==> config.mk <==
export PLATFORM = sky130hd
export DESIGN_NAME = nco_sweep_ctrl
export DESIGN_NICKNAME = d
export VERILOG_FILES = /design/src/rtl/nco_ctrl_pkg.sv /design/src/rtl/nco_step_calc.sv /design/src/rtl/nco_sweep_ctrl.sv
export SDC_FILE = /design/constraint.sdc
export NUM_CORES = 1
export LEC_CHECK = 0
export BUFFER_PORTS_ARGS = -buffer_cell sky130_fd_sc_hd__buf_2
export CAP_MARGIN = 20
export CORE_MARGIN = 2
export CORE_UTILIZATION = 35
export DETAILED_ROUTE_END_ITERATION = 8
export GPL_TIMING_DRIVEN = 0
export PLACE_DENSITY = 0.57
export SKIP_LAST_GASP = 1
export SLEW_MARGIN = 20
export SYNTH_ARGS = -nofsm -noshare
export SYNTH_HDL_FRONTEND = slang
export SYNTH_SLANG_ARGS = --single-unit
==> constraint.sdc <==
create_clock -name clk -period 4.99 [get_ports clk]
set_clock_uncertainty 0.1 [all_clocks]
set_input_delay 0.2495 -clock clk [delete_from_list [all_inputs] [get_ports clk]]
set_output_delay 0.2495 -clock clk [all_outputs]
set_load 0.02 [all_outputs]
==> src/rtl/nco_ctrl_pkg.sv <==
// -----------------------------------------------------------------------------
// nco_ctrl_pkg
// Shared types and constants for the NCO sweep controller.
//   state_e     : sequencer states (IDLE, RUN)
//   MODE_*      : sweep mode encoding (single sweep / continuous triangle)
//   DIR_*       : sweep direction encoding
// -----------------------------------------------------------------------------
package nco_ctrl_pkg;

    typedef enum logic [0:0] {
        IDLE = 1'b0,
        RUN  = 1'b1
    } state_e;

    localparam logic MODE_SINGLE = 1'b0;
    localparam logic MODE_TRI    = 1'b1;

    localparam logic DIR_UP      = 1'b0;
    localparam logic DIR_DOWN    = 1'b1;

endpackage

==> src/rtl/nco_step_calc.sv <==
// -----------------------------------------------------------------------------
// nco_step_calc
// Combinational next-increment calculator. Adds or subtracts the step at
// PHASE_W+1 bits so a carry/borrow is visible, then clamps to the endpoint.
// Ports:
//   i_cur         current phase increment
//   i_step        unsigned step magnitude
//   i_stop        endpoint of the current leg
//   i_dir         DIR_UP / DIR_DOWN
//   o_next        next phase increment (never wraps)
//   o_at_endpoint high when o_next equals the endpoint after clamping
// -----------------------------------------------------------------------------
module nco_step_calc
    import nco_ctrl_pkg::*;
#(
    parameter int PHASE_W = 8
) (
    input  logic [PHASE_W-1:0] i_cur,
    input  logic [PHASE_W-1:0] i_step,
    input  logic [PHASE_W-1:0] i_stop,
    input  logic               i_dir,
    output logic [PHASE_W-1:0] o_next,
    output logic               o_at_endpoint
);

    logic [PHASE_W:0] w_sum;
    logic [PHASE_W:0] w_diff;

    assign w_sum  = {1'b0, i_cur} + {1'b0, i_step};
    assign w_diff = {1'b0, i_cur} - {1'b0, i_step};

    // Step toward the endpoint; overshoot or carry/borrow clamps to the endpoint.
    always_comb begin
        o_next        = i_cur;
        o_at_endpoint = 1'b0;
        if (i_dir == DIR_UP) begin
            if (w_sum[PHASE_W] || (w_sum[PHASE_W-1:0] >= i_stop)) begin
                o_next        = i_stop;
                o_at_endpoint = 1'b1;
            end else begin
                o_next        = w_sum[PHASE_W-1:0];
                o_at_endpoint = 1'b0;
            end
        end else begin
            if (w_diff[PHASE_W] || (w_diff[PHASE_W-1:0] <= i_stop)) begin
                o_next        = i_stop;
                o_at_endpoint = 1'b1;
            end else begin
                o_next        = w_diff[PHASE_W-1:0];
                o_at_endpoint = 1'b0;
            end
        end
    end

endmodule

==> src/rtl/nco_sweep_ctrl.sv <==
// -----------------------------------------------------------------------------
// nco_sweep_ctrl
// Drives the phase_inc input of the NCO, stepping from a start to a stop
// increment with a fixed dwell per value. Single sweep or continuous triangle.
// Ports:
//   clk, reset            clock (rising edge), async active-high reset
//   start, abort          sweep request (IDLE only) / terminate sweep
//   cfg_start_inc/stop/step/dwell/mode   sweep configuration, latched on start
//   phase_inc             registered increment to the NCO
//   nco_rst               registered NCO reset, high while idle
//   busy                  high from first load until termination
//   step_pulse            one-cycle pulse on each phase_inc update
//   done                  one-cycle pulse at the end of a single sweep
// -----------------------------------------------------------------------------
module nco_sweep_ctrl
    import nco_ctrl_pkg::*;
#(
    parameter int PHASE_W = 8,
    parameter int DWELL_W = 16
) (
    input  logic               clk,
    input  logic               reset,
    input  logic               start,
    input  logic               abort,
    input  logic [PHASE_W-1:0] cfg_start_inc,
    input  logic [PHASE_W-1:0] cfg_stop_inc,
    input  logic [PHASE_W-1:0] cfg_step,
    input  logic [DWELL_W-1:0] cfg_dwell,
    input  logic               cfg_mode,
    output logic [PHASE_W-1:0] phase_inc,
    output logic               nco_rst,
    output logic               busy,
    output logic               step_pulse,
    output logic               done
);

    state_e r_state, w_state_nxt;

    // Shadow configuration. r_origin/r_target swap at each triangle turn.
    logic [PHASE_W-1:0] r_origin, w_origin_nxt;
    logic [PHASE_W-1:0] r_target, w_target_nxt;
    logic [PHASE_W-1:0] r_step, w_step_nxt;
    logic [DWELL_W-1:0] r_dwell, w_dwell_nxt;
    logic               r_mode, w_mode_nxt;
    logic               r_dir, w_dir_nxt;

    logic [PHASE_W-1:0] r_phase_inc, w_phase_inc_nxt;
    logic               r_nco_rst, w_nco_rst_nxt;
    logic               r_busy, w_busy_nxt;
    logic               r_step_pulse, w_step_pulse_nxt;
    logic               r_done, w_done_nxt;
    logic [DWELL_W-1:0] r_dwell_cnt, w_dwell_cnt_nxt;
    logic               r_at_end, w_at_end_nxt;
    // First RUN cycle: the latched start value has not been loaded yet.
    logic               r_first, w_first_nxt;

    logic               w_launch;
    logic               w_expire;
    logic               w_degenerate;
    logic [PHASE_W-1:0] w_calc_stop;
    logic               w_calc_dir;
    logic [PHASE_W-1:0] w_calc_next;
    logic               w_calc_at_end;

    assign w_launch     = start && !abort;
    assign w_expire     = (r_dwell_cnt == {DWELL_W{1'b0}}) && !r_first;
    assign w_degenerate = (r_step == {PHASE_W{1'b0}}) || (r_origin == r_target);

    // At an endpoint the next value is computed against the swapped leg.
    assign w_calc_stop  = r_at_end ? r_origin : r_target;
    assign w_calc_dir   = r_at_end ? ~r_dir : r_dir;

    nco_step_calc #(
        .PHASE_W (PHASE_W)
    ) u_step_calc (
        .i_cur         (r_phase_inc),
        .i_step        (r_step),
        .i_stop        (w_calc_stop),
        .i_dir         (w_calc_dir),
        .o_next        (w_calc_next),
        .o_at_endpoint (w_calc_at_end)
    );

    // State register.
    always_ff @(posedge clk or posedge reset) begin
        if (reset) begin
            r_state <= IDLE;
        end else begin
            r_state <= w_state_nxt;
        end
    end

    // Next-state logic; abort has priority over dwell expiry.
    always_comb begin
        w_state_nxt = r_state;
        case (r_state)
            IDLE: begin
                if (w_launch) w_state_nxt = RUN;
                else          w_state_nxt = IDLE;
            end
            RUN: begin
                if (abort)                                        w_state_nxt = IDLE;
                else if (w_expire && r_at_end && (r_mode == MODE_SINGLE)) w_state_nxt = IDLE;
                else                                              w_state_nxt = RUN;
            end
            default: w_state_nxt = IDLE;
        endcase
    end

    // Output / datapath next values.
    always_comb begin
        w_origin_nxt     = r_origin;
        w_target_nxt     = r_target;
        w_step_nxt       = r_step;
        w_dwell_nxt      = r_dwell;
        w_mode_nxt       = r_mode;
        w_dir_nxt        = r_dir;
        w_phase_inc_nxt  = r_phase_inc;
        w_nco_rst_nxt    = r_nco_rst;
        w_busy_nxt       = r_busy;
        w_step_pulse_nxt = 1'b0;
        w_done_nxt       = 1'b0;
        w_dwell_cnt_nxt  = r_dwell_cnt;
        w_at_end_nxt     = r_at_end;
        w_first_nxt      = 1'b0;
        case (r_state)
            IDLE: begin
                w_nco_rst_nxt = 1'b1;
                w_busy_nxt    = 1'b0;
                if (w_launch) begin
                    w_origin_nxt = cfg_start_inc;
                    w_target_nxt = cfg_stop_inc;
                    w_step_nxt   = cfg_step;
                    w_dwell_nxt  = (cfg_dwell == {DWELL_W{1'b0}}) ?
                                   {{(DWELL_W-1){1'b0}}, 1'b1} : cfg_dwell;
                    w_mode_nxt   = cfg_mode;
                    w_dir_nxt    = (cfg_start_inc > cfg_stop_inc) ? DIR_DOWN : DIR_UP;
                    w_first_nxt  = 1'b1;
                end else begin
                    w_first_nxt  = 1'b0;
                end
            end
            RUN: begin
                if (abort) begin
                    w_nco_rst_nxt = 1'b1;
                    w_busy_nxt    = 1'b0;
                end else if (r_first) begin
                    w_phase_inc_nxt  = r_origin;
                    w_step_pulse_nxt = 1'b1;
                    w_nco_rst_nxt    = 1'b0;
                    w_busy_nxt       = 1'b1;
                    w_dwell_cnt_nxt  = r_dwell - {{(DWELL_W-1){1'b0}}, 1'b1};
                    w_at_end_nxt     = w_degenerate;
                end else if (!w_expire) begin
                    w_dwell_cnt_nxt  = r_dwell_cnt - {{(DWELL_W-1){1'b0}}, 1'b1};
                end else if (r_at_end && (r_mode == MODE_SINGLE)) begin
                    w_nco_rst_nxt    = 1'b1;
                    w_busy_nxt       = 1'b0;
                    w_done_nxt       = 1'b1;
                end else if (r_at_end && w_degenerate) begin
                    // Triangle with a single distinct value: just keep holding it.
                    w_dwell_cnt_nxt  = r_dwell - {{(DWELL_W-1){1'b0}}, 1'b1};
                end else begin
                    if (r_at_end) begin
                        w_origin_nxt = r_target;
                        w_target_nxt = r_origin;
                        w_dir_nxt    = ~r_dir;
                    end else begin
                        w_dir_nxt    = r_dir;
                    end
                    w_phase_inc_nxt  = w_calc_next;
                    w_at_end_nxt     = w_calc_at_end;
                    w_step_pulse_nxt = 1'b1;
                    w_dwell_cnt_nxt  = r_dwell - {{(DWELL_W-1){1'b0}}, 1'b1};
                end
            end
            default: begin
                w_nco_rst_nxt = 1'b1;
                w_busy_nxt    = 1'b0;
            end
        endcase
    end

    // Datapath and output registers.
    always_ff @(posedge clk or posedge reset) begin
        if (reset) begin
            r_origin     <= {PHASE_W{1'b0}};
            r_target     <= {PHASE_W{1'b0}};
            r_step       <= {PHASE_W{1'b0}};
            r_dwell      <= {DWELL_W{1'b0}};
            r_mode       <= MODE_SINGLE;
            r_dir        <= DIR_UP;
            r_phase_inc  <= {PHASE_W{1'b0}};
            r_nco_rst    <= 1'b1;
            r_busy       <= 1'b0;
            r_step_pulse <= 1'b0;
            r_done       <= 1'b0;
            r_dwell_cnt  <= {DWELL_W{1'b0}};
            r_at_end     <= 1'b0;
            r_first      <= 1'b0;
        end else begin
            r_origin     <= w_origin_nxt;
            r_target     <= w_target_nxt;
            r_step       <= w_step_nxt;
            r_dwell      <= w_dwell_nxt;
            r_mode       <= w_mode_nxt;
            r_dir        <= w_dir_nxt;
            r_phase_inc  <= w_phase_inc_nxt;
            r_nco_rst    <= w_nco_rst_nxt;
            r_busy       <= w_busy_nxt;
            r_step_pulse <= w_step_pulse_nxt;
            r_done       <= w_done_nxt;
            r_dwell_cnt  <= w_dwell_cnt_nxt;
            r_at_end     <= w_at_end_nxt;
            r_first      <= w_first_nxt;
        end
    end

    assign phase_inc  = r_phase_inc;
    assign nco_rst    = r_nco_rst;
    assign busy       = r_busy;
    assign step_pulse = r_step_pulse;
    assign done       = r_done;

endmodule

# Word-level counts from Yosys, hierarchy flattened
# Index checks and enable logic that the tools add are counted.
# W data, S select, Z words.
[totals]
ff_bits = 73
input_bits = 45
output_inout_bits = 12
word_cells = 129
[classes]
add_sub_neg = 4
order_cmp = 3
eq_ne = 13
n_mux = 69
bitwise_logic = 4
n_reduce_logical = 21
[ops]
columns = ["op", "n"]
rows = [
  ["$mux W8", 21],
  ["$mux W16", 4],
  ["$mux W1", 38],
  ["$logic_not A16 Y1", 2],
  ["$pmux W8 S2", 2],
  ["$sub A16 B1 Y16 const B", 2],
  ["$ne A2 B2 Y1 const B", 7],
  ["$add A8 B8 Y9", 1],
  ["$sub A8 B8 Y9", 1],
  ["$eq A8 B8 Y1", 1],
  ["$ge A8 B8 Y1", 1],
  ["$gt A8 B8 Y1", 1],
  ["$le A8 B8 Y1", 1],
  ["$logic_not A8 Y1", 1],
  ["$ne A4 B2 Y1 const B", 2],
  ["$pmux W1 S2", 4],
  ["$reduce_and A7 Y1", 1],
  ["$logic_and A1 B1 Y1", 6],
  ["$reduce_and A6 Y1", 1],
  ["$reduce_and A5 Y1", 1],
  ["$ne A2 B1 Y1 const B", 2],
  ["$not A1 Y1", 4],
  ["$reduce_and A2 Y1", 2],
  ["$logic_or A1 B1 Y1", 3],
  ["other kinds (4)", 5],
]

# Depth between registers and ports, before layout
# Gate-level depths: netlist of run 1.
[depth]
depth_word = 9
depth_mapped = 17
mapped_depth_nobuf = 15

# By module
# From an unflattened synthesis of run 1, not the netlist that was laid out.
[unflattened]
cells_unflattened = 651
area_unflattened_um2 = 5521.5
[modules_own_cells]
columns = ["module", "n_inst", "cells_each", "area_per_inst_um2", "seq_area_each_um2"]
rows = [
  ["nco_sweep_ctrl", 1, 492, 4254.1, 1828.0],
  ["nco_step_calc", 1, 159, 1267.5, 0.0],
]

# Worst setup path after synthesis of run 1
# Ideal clock, no wire load.
[synth_path]
path_kind = "reg-to-reg"
from = "register r_phase_inc[1] (netlist: phase_inc[1])"
to = "register r_phase_inc[5] (netlist: phase_inc[5])"
setup_ns = 0.082
arrival_time_ns = 3.536
required_ns = 4.808
setup_slack_ns = 1.272
stages_incl_launch_ff = 16
path_buffers = 1
synth_period_minus_slack_ns = 3.718
path_cell_list = "dfrtp_1 > ha_1 > nand2b_1 > a2111oi_0 > nor3_1 > o31ai_1 > xnor2_1 > ha_1 > and4_1 > o21ai_0 > o211ai_1 > a311o_1 > buf_1 > mux2i_1 > o2111ai_1 > a31oi_1"
[synth_via]
elab_chain_cells = 9
elab_cells_between_ends = 13
cone_classes = "add/sub (2); order compare (2); mux (7); reduce/logical (2)"
[synth_rtl]
columns = ["item", "line_no", "source"]
rows = [
  ["start: declaration", "nco_sweep_ctrl.sv:47", "logic [PHASE_W-1:0] r_phase_inc, w_phase_inc_nxt;"],
  ["start signal: assignment", "nco_sweep_ctrl.sv:193", "r_phase_inc <= {PHASE_W{1'b0}};"],
  ["start signal: assignment", "nco_sweep_ctrl.sv:208", "r_phase_inc <= w_phase_inc_nxt;"],
  ["$add A8 B8 Y9 or $sub A8 B8 Y9 (tied branches)", "nco_step_calc.sv:29, nco_step_calc.sv:30", ""],
  ["$ge A8 B8 Y1 or $le A8 B8 Y1 (tied branches)", "nco_step_calc.sv:37, nco_step_calc.sv:45", ""],
  ["$logic_or A1 B1 Y1 (on tied branches)", "nco_step_calc.sv:37, nco_step_calc.sv:45", ""],
  ["$mux W8 (on tied branches)", "nco_step_calc.sv:37, nco_step_calc.sv:45", ""],
  ["$mux W8 (*)", "nco_step_calc.sv:36", "if (i_dir == DIR_UP) begin"],
  ["$mux W8 (*)", "nco_sweep_ctrl.sv:160", "end else if (r_at_end && w_degenerate) begin"],
  ["$mux W8 (*)", "nco_sweep_ctrl.sv:156", "end else if (r_at_end && (r_mode == MODE_SINGLE)) begin"],
  ["$mux W8 (*)", "nco_sweep_ctrl.sv:154", "end else if (!w_expire) begin"],
  ["$mux W8 (*)", "nco_sweep_ctrl.sv:147", "end else if (r_first) begin"],
]
# Mark *: on every way between the ends. The rest lies on a longest branch, timed or not. The select of a mux whose other input is x is not followed.
# A chain may end at the register's enable or synchronous reset.

# Worst setup path in the final report of run 1
[layout_path]
from = "register r_step[1]"
to = "register r_phase_inc[5] (netlist: phase_inc[5])"
[layout_via]
elab_chain_cells = 9
elab_cells_between_ends = 18
cone_classes = "add/sub (2); order compare (2); eq/ne (1); mux (7); reduce/logical (6)"
[layout_rtl]
columns = ["item", "line_no", "source"]
rows = [
  ["start: declaration", "nco_sweep_ctrl.sv:42", "logic [PHASE_W-1:0] r_step, w_step_nxt;"],
  ["start signal: assignment", "nco_sweep_ctrl.sv:189", "r_step <= {PHASE_W{1'b0}};"],
  ["start signal: assignment", "nco_sweep_ctrl.sv:204", "r_step <= w_step_nxt;"],
  ["$add A8 B8 Y9 or $sub A8 B8 Y9 (tied branches)", "nco_step_calc.sv:29, nco_step_calc.sv:30", ""],
  ["$ge A8 B8 Y1 or $le A8 B8 Y1 (tied branches)", "nco_step_calc.sv:37, nco_step_calc.sv:45", ""],
  ["$logic_or A1 B1 Y1 (on tied branches)", "nco_step_calc.sv:37, nco_step_calc.sv:45", ""],
  ["$mux W8 (on tied branches)", "nco_step_calc.sv:37, nco_step_calc.sv:45", ""],
  ["$mux W8", "nco_step_calc.sv:36", ""],
  ["$mux W8", "nco_sweep_ctrl.sv:160", ""],
  ["$mux W8", "nco_sweep_ctrl.sv:156", ""],
  ["$mux W8", "nco_sweep_ctrl.sv:154", ""],
  ["$mux W8", "nco_sweep_ctrl.sv:147", ""],
]
# Several ways; a longest one is shown, not always the timed one. The select of a mux whose other input is x is not followed.

==> flow_metrics.tcl, run 1 <==
set metrics [dict create \
    finalHoldViolations 0 \
    worstReg2RegStart "r_step[1]$_DFFE_PP0P_" \
    synth_mux_area_frac 0.108 \
    drive_gt1_frac 0.213 \
    endpoint_kind "register" \
    syn_area_per_cell_um2 9.27 \
    cp.depth 16 \
    die_h_um 129 \
    maxCapViolCount 0 \
    fin_nets 746 \
    grt_use_total 0.189 \
    path_cells "inv_1 > ha_1 > nand2b_1 > a2111oi_0 > nor3_1 > o31ai_1 > xnor2_1 > ha_1 > and4_1 > o21ai_0 > o211ai_1 > a311o_1 > buf_1 > mux2i_1 > o2111ai_1 > a31oi_1" \
    vias 4681 \
    cp_slowest_cell "dfrtp_1" \
    hold_path_depth 3 \
    num_antenna_cells 0 \
    synth_top_family_by_area "compound AO/OA/AOI/OAI gates" \
    ys_async_sr_fraction 1.00 \
    drt-initial-drc-count 237 \
    crit_arrival_ns 4.56 \
    clk_root_buffer_cell "clkbuf_16" \
    hold_class "in2reg" \
    synth-edff-count 0 \
    grt_max_degree 43 \
    viasPerCell 5.50 \
    synthSimpleGateAreaFrac 0.169 \
    grt_pass1_wl_um 24400 \
    p_sw_uw 1820 \
    clk_pin_slew_ns 0.06 \
    wl_per_cell_um 17.6 \
    synth_compound_area_frac 0.192 \
    met1_usage 0.270 \
    die_area_um2 16600 \
    dp.cells 834 \
    crit_fanout 10 \
    ir_worst_vdd_v 0.000222 \
    synthCells 589 \
    synthXorXnorAreaFrac 0.0514 \
    sequentialPowerShare 0.269 \
    fillers 1534 \
    status "finished, final reports clean" \
    detailed_place_hpwl_um 11700 \
    gr-usage-met2 0.288 \
    grt_overflow_total 0 \
    drv_slew 0 \
    antenna_found_initial 0 \
    crit_start "r_step[1]$_DFFE_PP0P_" \
    clock-sinks 73 \
    ys_seq_area_frac 0.335 \
    path_common_cell "ha_1" \
    synthAdderAreaFrac 0.101 \
    final_antenna_net_count 0 \
    internal_power_uw 2150 \
    ys.flop_type "dfrtp_1" \
    setup-tns-final_ns 0 \
    pre_cts_slack_ns 0.630 \
    setup_ws_ns 0.603 \
    final_cells 851 \
    grt-busiest-layer "met2" \
    wirelength_um 15000 \
    drc_errors 0 \
    cts_tree "built" \
    area_growth_pct 15.6 \
    io_pins 57 \
    relSlewSlack 0.539 \
    p_leak_uw 0.00277 \
    synth_nets 677 \
    crit_buf_inv 2 \
    critPathTopFamily "compound AO/OA/AOI/OAI gates" \
    postLayoutCoreUtil 0.415 \
    port_buffers 56 \
    drt-pass1-iter-count 6 \
    post-route-period-util 0.879 \
    final_common_cell "dfrtp_1" \
    netlist_area_um2 5460 \
    switching_share 0.459 \
    htreeDepth 3 \
    grt_pass1_vias 4657 \
    ys_ff_latch 73 \
    place_congestion 0.878 \
    postCtsSetupRepairBufs 0 \
    synth_cell_types 71 \
    die_w_um 129 \
    row_count 45 \
    rsz0062_at_grt "no" \
    cts_buffers 9 \
    grt_util_met3 0.0316 \
    start_kind "register" \
    cts_max_path_buffers 2 \
    worstMarginPinSlew_ns 0.672 \
    max_freq_mhz 228 \
    start_util 0.359 \
    setup_viol 0 \
    core_area_um2 15200 \
    pwr-share-clk 0.170 \
    slowest_delay_ns 0.42 \
    yosys_warnings 0 \
    mostFrequentLayoutCells "72 x dfrtp_1, 58 x buf_2, 45 x nand2_1" \
    power_density_nw_per_um2 628 \
    hp-start "cfg_step[3]" \
    clkLatencyLatePin_ns 0.35 \
    ff2ff_path_depth 16 \
    worstSetupPathType "reg2reg" \
    required_ns 5.16 \
    period_needed_ns 4.39 \
    p_comb_frac 0.560 \
]
[worst min-delay path, delay by kind of cell]
family,cells,cell delay (ns)
simple gates,1,0.04
buf+inv,1,0.07
compound gates,1,0.06
[sequential cells by signal, summed over array words and instances, names as in the netlist, 8 cells and up]
signal	cells
r_target	8
r_dwell_cnt	16
phase_inc	8
r_dwell	16
r_step	8
r_origin	8
[final timing paths]
check	slack, ns	endpoint
worst max-delay path	0.60	phase_inc[5]$_DFFE_PP0P_
worst max register to register	0.60	phase_inc[5]$_DFFE_PP0P_
min in group asynchronous	0.36	r_dwell[15]$_DFFE_PP0P_
worst min-delay path	0.009	r_step[3]$_DFFE_PP0P_
max in group asynchronous	3.79	nco_rst$_DFFE_PP1P_
worst min register to register	0.40	busy$_DFFE_PP0P_
[power groups by stage]
stage | combinational [µW] | sequential [µW] | clock [µW]
after global routing | 2460 | 1100 | 716
after CTS | 2200 | 1060 | 689
after floorplan | 1630 | 1030 | 0
final | 2220 | 1070 | 676
after detailed placement | 2180 | 1070 | 0
after global placement | 2130 | 1060 | 0
[final cells by class]
type                            instances  area [µm²]  area share
Timing Repair Buffer                   58         310      0.0492
Sequential cell                        73        1830       0.290
Multi-Input combinational cell        455        3390       0.538
Tap cell                              188         235      0.0373
Inverter                               36         138      0.0218
Clock inverter                          6        65.1      0.0103
Buffer                                 25         100      0.0159
Clock buffer                           10         239      0.0379
[cells by family after synthesis]
| family | count (synthesis) |
|---|---|
| compound gates | 157 |
| xor+xnor | 32 |
| fa+ha+maj | 43 |
| buf+inv | 61 |
| flops | 73 |
| mux | 51 |
| simple gates | 172 |
[cell usage after synthesis (3+ instances only)]
master | n | area [µm²]
nor2_1 | 41 | 154
dfrtp_1 | 72 | 1800
o22ai_1 | 7 | 43.8
or2_2 | 3 | 18.8
o21a_1 | 5 | 37.5
nor3_1 | 10 | 50.1
a41oi_1 | 3 | 26.3
a211oi_1 | 6 | 45.0
nand2b_1 | 9 | 56.3
clkbuf_1 | 20 | 75.1
a22o_1 | 4 | 35.0
ha_1 | 41 | 513
mux2_4 | 8 | 120
nor2b_1 | 8 | 50.1
nand3_1 | 13 | 65.1
a31oi_1 | 7 | 43.8
or3_1 | 4 | 25.0
nand4_1 | 7 | 43.8
a211o_1 | 4 | 35.0
inv_1 | 35 | 131
a21oi_1 | 37 | 185
xnor2_1 | 23 | 201
xor2_1 | 9 | 78.8
nor3b_1 | 3 | 22.5
mux2_2 | 33 | 372
nor4_1 | 10 | 62.6
a21o_1 | 5 | 37.5
o21ai_0 | 39 | 195
o211ai_1 | 12 | 90.1
mux2i_1 | 10 | 100
nand2_1 | 45 | 169
[routing by layer]
| metal | vias up | share of wire |
|---|---|---|
| li1 | 2288 | - |
| met3 | 14 | 0.048 |
| met5 | - | 0 |
| met4 | 0 | 0.017 |
| met2 | 127 | 0.44 |
| met1 | 2252 | 0.49 |
[timing repair]
item / in CTS / in global routing
hold endpoints to repair: 31 / 0
resized for setup: 0 / 0
hold buffers: 1 / 0
[through the flow]
step	instance area [µm²]	total power [µW]	hold WS [ns]
finish	6310	3970	0.00923
detailed placement	6000	3250	0.194
global placement	5970	3180	0.355
CTS	6310	3950	0.00219
floorplan	5460	2660	0.266
global route	6310	4280	0.0172
(Power assumes the default switching activity.)
==> run 2, diff against run 1 <==
--- a/config.mk
+++ b/config.mk
@@ -8,10 +8,10 @@
 export BUFFER_PORTS_ARGS = -buffer_cell sky130_fd_sc_hd__buf_2
 export CAP_MARGIN = 20
 export CORE_MARGIN = 2
-export CORE_UTILIZATION = 35
+export CORE_UTILIZATION = 50
 export DETAILED_ROUTE_END_ITERATION = 8
 export GPL_TIMING_DRIVEN = 0
-export PLACE_DENSITY = 0.57
+export PLACE_DENSITY = 0.74
 export SKIP_LAST_GASP = 1
 export SLEW_MARGIN = 20
 export SYNTH_ARGS = -nofsm -noshare
==> run 2 against run 1 <==
Effect of this change: design area is 1.8% lower; combinational power hardly changed; final cell count is 5.1% lower; flip-flop and latch count stayed put.
==> flow_metrics.tcl, run 2 (same netlist as run 1, synthesis figures left out) <==
set metrics [dict create \
    status "finished, final reports clean" \
    highest_layer "met4" \
    antenna_found_initial 0 \
    drc_errors 0 \
    die_h_um 108 \
    io_pins 57 \
    grt_max_degree 54 \
    mostFrequentLayoutCells "72 x dfrtp_1, 58 x buf_2, 45 x nand2_1" \
    drv_slew 0 \
    port_buffers 56 \
    die_w_um 108 \
    start_kind "register" \
    cts_resized 0 \
    hold_class "in2reg" \
    setup_viol 0 \
    row_count 38 \
    area_growth_pct 13.6 \
    wl_met3_um 860 \
    cts_buffers 9 \
    max_freq_mhz 233 \
    fillers 965 \
    maxCapViolCount 0 \
    wl_per_cell_um 17.5 \
    htreeDepth 3 \
    endpoint_kind "register" \
    rsz0062_at_grt "no" \
    seqCellArea_um2 1830 \
    p_leak_uw 0.00274 \
    post-route-period-util 0.862 \
    worstMarginPinSlew_ns 0.682 \
    wirelength_um 14100 \
    finalHoldViolations 0 \
    period_needed_ns 4.30 \
    clock-sinks 73 \
    num_antenna_cells 0 \
    wl_met2_um 6210 \
    vias 4774 \
    viasPerCell 5.91 \
    grt_pass1_vias 4665 \
    final_antenna_net_count 0 \
    cts_tree "built" \
    start_util 0.508 \
    holdWs_ns 0.0151 \
    detailed_place_hpwl_um 10800 \
    grt_pass1_wl_um 23500 \
    grt_overflow_total 0 \
    worstSetupPathType "reg2reg" \
    required_ns 5.16 \
    clkLatencyLatePin_ns 0.36 \
    final_common_cell "dfrtp_1" \
    reg.largest.list "r_dwell (16), r_dwell_cnt (16)" \
    grt_use_total 0.254 \
    wl_met1_um 6880 \
    core_area_um2 10700 \
    die_area_um2 11800 \
    place_congestion 0.916 \
    postCtsSetupRepairBufs 0 \
    drt-pass1-iter-count 5 \
    drive_gt1_frac 0.210 \
    setup-tns-final_ns 0 \
    fin_nets 751 \
    clk_root_buffer_cell "clkbuf_8" \
    crit_arrival_ns 4.47 \
    clk_pin_slew_ns 0.09 \
    ir_worst_vdd_v 0.000211 \
    power_density_nw_per_um2 603 \
    crit_fanout 10 \
    multiInputGateArea_um2 3390 \
    cts_max_path_buffers 2 \
    drt-initial-drc-count 315 \
    relSlewSlack 0.532 \
]
[run 2: final timing paths]
check / depth (start not counted) / to / slack [ns] / start
max: 15 / phase_inc[0]$_DFFE_PP0P_ / 0.69 / phase_inc[1]$_DFFE_PP0P_
min: 3 / r_step[7]$_DFFE_PP0P_ / 0.02 / cfg_step[7]
max reg2reg: 15 / phase_inc[0]$_DFFE_PP0P_ / 0.69 / phase_inc[1]$_DFFE_PP0P_
min reg2reg: 1 / r_dwell_cnt[15]$_DFFE_PP0P_ / 0.40 / r_dwell_cnt[15]$_DFFE_PP0P_
max in group asynchronous: 4 / nco_rst$_DFFE_PP1P_ / 3.89 / reset
min in group asynchronous: 3 / r_dwell[11]$_DFFE_PP0P_ / 0.28 / reset
[run 2: repair_timing]
action | 4_1_cts | 5_1_grt
endpoints found under the setup margin | 0 | 0
hold endpoints to repair | 25 | 0
hold buffers | 6 | 0
[run 2: where the power goes]
part           switching, µW  internal, µW  total, µW
sequential               269           794       1060
clock                    247           233        480
combinational           1240           947       2190
[run 2: metal layers]
| layer | GRT usage | up-vias |
|---|---|---|
| met1 | 0.377 | 2317 |
| li1 | - | 2292 |
| met5 | 0 | - |
| met4 | 0.0678 | 0 |
| met3 | 0.0434 | 13 |
| met2 | 0.382 | 152 |
[run 2: layout make-up]
type | instances | share of cell area
Tap cell | 140 | 0.0283
Multi-Input combinational cell | 455 | 0.548
Buffer | 25 | 0.0161
Clock inverter | 6 | 0.0109
Sequential cell | 73 | 0.295
Clock buffer | 10 | 0.0206
Timing Repair Buffer | 63 | 0.0593
Inverter | 36 | 0.0222
[run 2: critical path, stage by stage, from the launching register on]
cell       delay, ns
dfrtp_1         0.49
ha_1            0.35
nand2b_1        0.17
a2111oi_0       0.46
nor3_1          0.17
o31ai_1         0.27
xnor2_1         0.15
ha_1            0.31
and4_1          0.19
o21ai_0         0.10
o211ai_1        0.23
a311o_1         0.24
buf_1           0.43
mux2i_1         0.24
nand2_1         0.07
a41oi_1         0.23
[run 2: stage by stage]
stage | power (µW) | utilization | area, µm² | setup slack [ns] | std cells
global placement | 3140 | 0.550 | 5910 | 0.664 | 785
global route | 4070 | 0.577 | 6200 | 0.172 | 808
detailed placement | 3200 | 0.553 | 5940 | 0.734 | 786
finish | 3740 | 0.577 | 6200 | 0.690 | 808
floorplan | 2660 | - | 5460 | 1.27 | 589
CTS | 3710 | 0.577 | 6200 | 0.691 | 808
